[config.mk]
export PLATFORM = sky130hd
export DESIGN_NAME = med_ctrl
export DESIGN_NICKNAME = d
export VERILOG_FILES = /design/src/rtl/med_ctrl.sv
export SDC_FILE = /design/constraint.sdc
export NUM_CORES = 1
export LEC_CHECK = 0
export CAP_MARGIN = 20
export CORE_AREA = 3 3 80 113
export DETAILED_ROUTE_END_ITERATION = 8
export DIE_AREA = 0 0 83 116
export PLACE_DENSITY_LB_ADDON = 0.2
export SYNTH_ARGS = -nofsm -noshare
export SYNTH_HDL_FRONTEND = slang
export SYNTH_SLANG_ARGS = --single-unit
export TNS_END_PERCENT = 100
[constraint.sdc]
create_clock -name CLK -period 7 [get_ports CLK]
set_input_delay 1.05 -clock CLK [delete_from_list [all_inputs] [get_ports CLK]]
set_output_delay 1.05 -clock CLK [all_outputs]
set_load 0.02 [all_outputs]
[src/rtl/med_ctrl.sv]
// Sequencer and input FIFO for the 9-tap median datapath: buffers a window of pixels,
// then drives DI/DSI/BYP through a load phase and the compare/bypass schedule, pulsing DSO.
module med_ctrl #(
    parameter int unsigned width  = 8,
    parameter int unsigned number = 9
) (
    input  logic             CLK,
    input  logic             nRST,
    input  logic [width-1:0] PIX_IN,
    input  logic             PIX_VALID,
    output logic             PIX_READY,
    output logic [width-1:0] DI,
    output logic             DSI,
    output logic             BYP,
    output logic             DSO
);

    localparam int unsigned Passes = (number - 1) / 2;
    localparam int unsigned PtrW   = $clog2(number);
    localparam int unsigned CntW   = $clog2(number + 1);

    localparam logic [PtrW-1:0] LastIdx  = PtrW'(number - 1);
    localparam logic [PtrW-1:0] LastPass = PtrW'(Passes);
    localparam logic [PtrW-1:0] FinalEnd = PtrW'(Passes - 1);
    localparam logic [PtrW-1:0] One      = PtrW'(1);
    localparam logic [CntW-1:0] Full     = CntW'(number);
    localparam logic [CntW-1:0] CntOne   = CntW'(1);

    typedef enum logic [1:0] {StIdle, StLoad, StSort, StDone} state_e;

    state_e           state_q, state_d;
    logic [width-1:0] mem_q [number];
    logic [PtrW-1:0]  wr_ptr_q, rd_ptr_q;
    logic [CntW-1:0]  count_q;
    logic [PtrW-1:0]  phase_q, phase_d;
    logic [PtrW-1:0]  pass_q, pass_d;
    logic             push, pop;

    assign PIX_READY = (count_q < Full);
    assign push      = PIX_VALID && PIX_READY;
    assign pop       = (state_q == StLoad);
    assign DI        = mem_q[rd_ptr_q];

    // Storage needs no reset; contents are only read after being written.
    always_ff @(posedge CLK) begin
        if (push) begin
            mem_q[wr_ptr_q] <= PIX_IN;
        end
    end

    always_ff @(posedge CLK or negedge nRST) begin
        if (!nRST) begin
            wr_ptr_q <= '0;
            rd_ptr_q <= '0;
            count_q  <= '0;
        end else begin
            if (push) begin
                wr_ptr_q <= (wr_ptr_q == LastIdx) ? '0 : wr_ptr_q + One;
            end
            if (pop) begin
                rd_ptr_q <= (rd_ptr_q == LastIdx) ? '0 : rd_ptr_q + One;
            end
            if (push && !pop) begin
                count_q <= count_q + CntOne;
            end else if (pop && !push) begin
                count_q <= count_q - CntOne;
            end
        end
    end

    always_ff @(posedge CLK or negedge nRST) begin
        if (!nRST) begin
            state_q <= StIdle;
            phase_q <= '0;
            pass_q  <= '0;
        end else begin
            state_q <= state_d;
            phase_q <= phase_d;
            pass_q  <= pass_d;
        end
    end

    always_comb begin
        state_d = state_q;
        phase_d = phase_q;
        pass_d  = pass_q;
        DSI     = 1'b0;
        BYP     = 1'b1;
        DSO     = 1'b0;
        unique case (state_q)
            StIdle: begin
                if (count_q == Full) begin
                    state_d = StLoad;
                    phase_d = '0;
                    pass_d  = '0;
                end
            end
            StLoad: begin
                DSI = 1'b1;
                if (phase_q == LastIdx) begin
                    state_d = StSort;
                    phase_d = '0;
                    pass_d  = '0;
                end else begin
                    phase_d = phase_q + One;
                end
            end
            StSort: begin
                if (pass_q == LastPass) begin
                    // Closing pass: compare only, Passes cycles long.
                    BYP = 1'b0;
                    if (phase_q == FinalEnd) begin
                        state_d = StDone;
                    end else begin
                        phase_d = phase_q + One;
                    end
                end else begin
                    // Pass p compares for number-1-p cycles, then bypasses p+1 cycles.
                    BYP = (phase_q >= (LastIdx - pass_q));
                    if (phase_q == LastIdx) begin
                        phase_d = '0;
                        pass_d  = pass_q + One;
                    end else begin
                        phase_d = phase_q + One;
                    end
                end
            end
            StDone: begin
                DSO = 1'b1;
                if (count_q == Full) begin
                    state_d = StLoad;
                    phase_d = '0;
                    pass_d  = '0;
                end else begin
                    state_d = StIdle;
                end
            end
            default: begin
                state_d = StIdle;
            end
        endcase
    end

endmodule

; Yosys cells after proc, flatten, opt, wreduce, memory -nomap -nowiden
; Memories as Yosys holds them, arrays and structs flattened.
; Cells that the tools add are included.
[word_totals]
reg_bits = 22
latchBits = 0
ram_bits = 72
romBits = 0
output_inout_bits = 12
word_cells = 69
mem_count = 1
[classes]
add_sub_neg = 7
mul = 0
div_mod_pow = 0
order_cmp = 2
n_eq_ne = 17
shifts = 0
muxes = 25
n_bitwise = 0
reduce_logical = 11
[memory_table]
columns = memory, depth, word_bits, read_ports, rd_clocked_by_memory_dff, write_ports, line_no
row1 = mem_q, 9, 8, 1, 0, 1, 32  ; logic [width-1:0] mem_q [number];
[ops]
columns = cell, count
row1 = two-way mux 4 bit, 11
row2 = case mux 4 bit (3 select lines), 2
row3 = "adder 4 x 1 -> 4 bit, second input constant", 5
row4 = "== test 4 bit, second input constant", 4
row5 = "inequality test 2 bit, second input constant", 5
row6 = two-way mux 2 bit, 4
row7 = case mux 2 bit (4 select lines), 1
row8 = AND reduction 4 bit, 2
row9 = two-way mux 1 bit, 7
row10 = "== test 2 bit, second input constant", 2
row11 = "== test 4 x 2 -> 1 bit, second input constant", 1
row12 = "== test 4 x 3 -> 1 bit, second input constant", 1
row13 = greater-or-equal comparator 4 bit, 1
row14 = "less-than comparator 4 bit, second input constant", 1
row15 = "inequality test 2 x 1 -> 1 bit, second input constant", 2
row16 = "subtractor 4 x 1 -> 4 bit, second input constant", 1
row17 = "subtractor 4 bit, first input constant", 1
row18 = logical AND 1 bit, 3
row19 = "inequality test 3 bit, second input constant", 1
row20 = "== test 2 x 1 -> 1 bit, second input constant", 1
row21 = zero test 1 bit, 2
row22 = zero test 2 bit, 1
row23 = AND reduction 2 bit, 1
row24 = nonzero test 2 bit, 1
row25 = OR reduction 2 bit, 1

; Depth between registers and ports, before layout
[logic_depth]
word_depth = 6
depth_mapped = 10
depth_no_buf = 10

; Worst setup path before layout
; No wires, ideal clock.
[synth_timing]
kind = register to output
startpoint = register pass_q[0]
endpoint = output BYP
arrival_time_ns = 1.671
t_required_ns = 5.950
setup_slack_ns = 4.279
path_stages_with_launch = 7
path_buffers = 0
path_cell_list = dfrtp_1 inv_1 ha_1 xor2_1 ha_1 a21oi_1 o21ai_0
[synth_via]
elab_chain_len = 4
word_cells_on_any_way = 5
cone_classes = add/sub: 1 / order compare: 1 / eq/ne: 1 / mux: 2
[synth_rtl]
columns = item, line_no
row1 = from (decl), 36  ; logic [PtrW-1:0] pass_q, pass_d;
row2 = from (signal assigned), 79  ; pass_q <= pass_d;
row3 = subtractor 4 bit, 119  ; BYP = (phase_q >= (LastIdx - pass_q));
row4 = greater-or-equal comparator 4 bit, 119
row5 = two-way mux 1 bit (*), 109  ; if (pass_q == LastPass) begin
row6 = two-way mux 1 bit (*), 90  ; unique case (state_q)
row7 = to (decl), 14  ; output logic BYP,
; Mark *: on every way between the ends. The rest lies on a longest branch, timed or not.

; Final worst setup path
[layout_timing]
startpoint = register rd_ptr_q[1]
endpoint = output DI[2]
[layout_via]
elab_chain_len = 1
[layout_rtl]
columns = item, line_no
row1 = from (decl), 33  ; logic [PtrW-1:0] wr_ptr_q, rd_ptr_q;
row2 = from (signal assigned), 61  ; rd_ptr_q <= (rd_ptr_q == LastIdx) ? '0 : rd_ptr_q + One;
row3 = memory (9 x 8 bit), -
row4 = to (decl), 12  ; output logic [width-1:0] DI,
; Every way passes these cells.

==> metrics.csv <==
metric;value;unit
vias_per_cell;5.80;
synth_cell_types;53;
grt_pass1_wl;13500;um
via_count;2512;
fin_skew;7.61;ps
drv_slew;0;
cp-start-kind;register;
path_clk_slew;60;ps
synth_cells;297;
grt_pass1_vias;2603;
tightest_slew;868;ps
ioPinCount;23;
post_cts_resized;0;
drcViolationCount;0;
path_buf_inv;1;
setup_violations;0;
h-tree-depth;3;
final-instance-count-excl-fill;433;
portBuffers;22;
clk_latency;340;ps
critPathArrivalTime;2590;ps
fin_total_pwr;1.06;mW
max_freq;274;MHz
cts_buffers;9;
wl;8260;um
whs;528;ps
cts_sinks;94;
synth-seq-cells;94;
finalNetCount;360;
antenna_found_initial;0;
maxCapViolCount;0;
synth_ff_type;edfxtp_1;
final_area;0.00508;mm^2
avgSynthCellArea;14.9;um^2
period_share;52.1;%
initial_core_util;54.7;%
hp-class;register to register;
synthesis.area;0.00443;mm^2
cts_setup_buffers;0;
cp-end-kind;primary output;
required;5950;ps
globalRouteTotalUtil;18.6;%
synthToLayoutAreaGrowth;14.6;%
die_x;83;um
peakVddDrop;0.177;mV
slew-limit-headroom;42.1;%
postRouteAntennaNets;0;
die_h;116;um
grt_overflow;0;
crit_path_cell_trace;mux4_2 -> mux2i_1 -> o21ai_0 -> clkdlybuf4s50_1;
ys_async_sr_fraction;23.4;%
outcome;completed;
hold_viol;0;
tritoncts;done;
synth_edf_count;72;
grt_max_degree;23;
synth_seq_area_share;61.2;%
critPathTopFamily;flip-flops;
rsz0062_at_grt;false;
period_needed;3640;ps
syn_nets;331;
wire_per_inst;19.1;um
cts_buffer_depth;2;
fin_setup_tns;0;ps
routabilityCongestion;0.776;
cts-root-buf;clkbuf_16;
num-fill-cells;617;
path_class;register to primary output;
drt_first_pass_iters;4;
num_antenna_cells;0;
post-place-cells;416;
die-area;0.00963;mm^2
ctsHoldBuffers;0;
place_hpwl;5480;um
power_density;209;mW/mm^2
crit_slowest_cell;dfrtp_1;
p_leak;1.70;nW
core-area;0.00810;mm^2
cp_max_fo;19;
placementRows;39;
initialDrtViolationCount;97;
slowest_delay;910;ps
post_dp_cell_area;0.00478;mm^2
layout-drive-gt1-share;16.3;%
synth_warnings;0;
-- cell families (layout without fill, tap and decap cells) --
kind of cell / after synthesis / in the layout / synth area share (%)
simple gates: 60 / 60 / 7.71
mux: 29 / 29 / 11.2
fa+ha+maj: 23 / 23 / 6.66
flops: 94 / 94 / 61.2
xor+xnor: 4 / 4 / 0.791
buf+inv: 29 / 63 / 3.02
compound gates: 58 / 58 / 9.46
-- cells in the mapped netlist, types with 2 or more instances --
cell      count  share of area [%]
edfxtp_1     72                 49
nand2_1      26                2.2
o21ai_0      25                2.8
dfrtp_1      22                 12
ha_1         22                6.2
inv_1        18                1.5
mux4_2       16                8.1
mux2i_1      10                2.3
a21oi_1       8               0.90
nand3_1       6               0.68
nand2b_1      5               0.71
nor3_1        5               0.56
and2_1        4               0.56
nor4b_1       4               0.79
buf_2         3               0.34
clkbuf_1      3               0.25
mux2_2        3               0.76
o31ai_1       3               0.51
xnor2_1       3               0.59
a22o_1        2               0.40
a31oi_1       2               0.28
buf_1         2               0.17
o211ai_1      2               0.34
o22ai_1       2               0.28
-- routing by layer --
metal	vias up	GRT usage, %	part of all wire [%]
met5	-	0	0
met4	0	9.60	2.3
met3	14	2.06	2.7
met2	46	33.1	53
met1	1253	22.4	42
li1	1199	-	-
-- through the flow --
step                worst slack [ps]  util, %
floorplan                       4280        -
global placement                3680     59.0
detailed placement              3630     59.1
CTS                             3340     62.4
global route                    3230     62.7
finish                          3360     62.7
-- worst paths after layout --
path                         endpoint  slack, ps   startpoint  cells past startpoint
max                             DI[2]       3360  rd_ptr_q[1]                      4
max in group asynchronous  phase_q[3]       5620         nRST                      2
min                        state_q[0]        530   state_q[0]                      1
min in group asynchronous  count_q[0]        970         nRST                      1
max reg2reg                count_q[3]       4110   state_q[1]                      9
min reg2reg                state_q[0]        530   state_q[0]                      1
-- report_power, final --
group,switching (mW),total (mW),internal [mW]
registers,0,0.601,0.601
logic,0.00815,0.0147,0.00651
clock network,0.202,0.444,0.242
-- state kept, by name, summed over array words and instances (netlist names) --
signal	cells
count_q	4
mem_q	72
pass_q	4
phase_q	4
rd_ptr_q	4
state_q	2
wr_ptr_q	4
-- cell usage in the layout, fill, tap and decap left out, drive strengths merged, types with 2 or more instances in the layout --
cell type,n
o211ai,2
nor3,5
xnor2,3
nand2,27
mux4,16
mux2i,10
nor4b,4
o31ai,5
nand3,6
clkinv,3
clkbuf,11
o22ai,2
mux2,3
a21oi,8
nand2b,5
ha,22
edfxtp,72
a2bb2oi,2
a31oi,2
o21ai,26
nand3b,2
inv,19
a21o,2
dfrtp,22
buf,7
a22o,2
clkdlybuf4s50,22
and2,4
-- cell type report --
class,instances,area (um^2),share of cell area [%]
Inverter,18,67.6,1.33
Sequential cell,94,2710,53.4
Multi-Input combinational cell,174,1610,31.7
Clock inverter,5,35.0,0.690
Timing Repair Buffer,29,293,5.76
Tap cell,102,128,2.51
Clock buffer,11,233,4.58
Power figures use the tool's default switching activity.
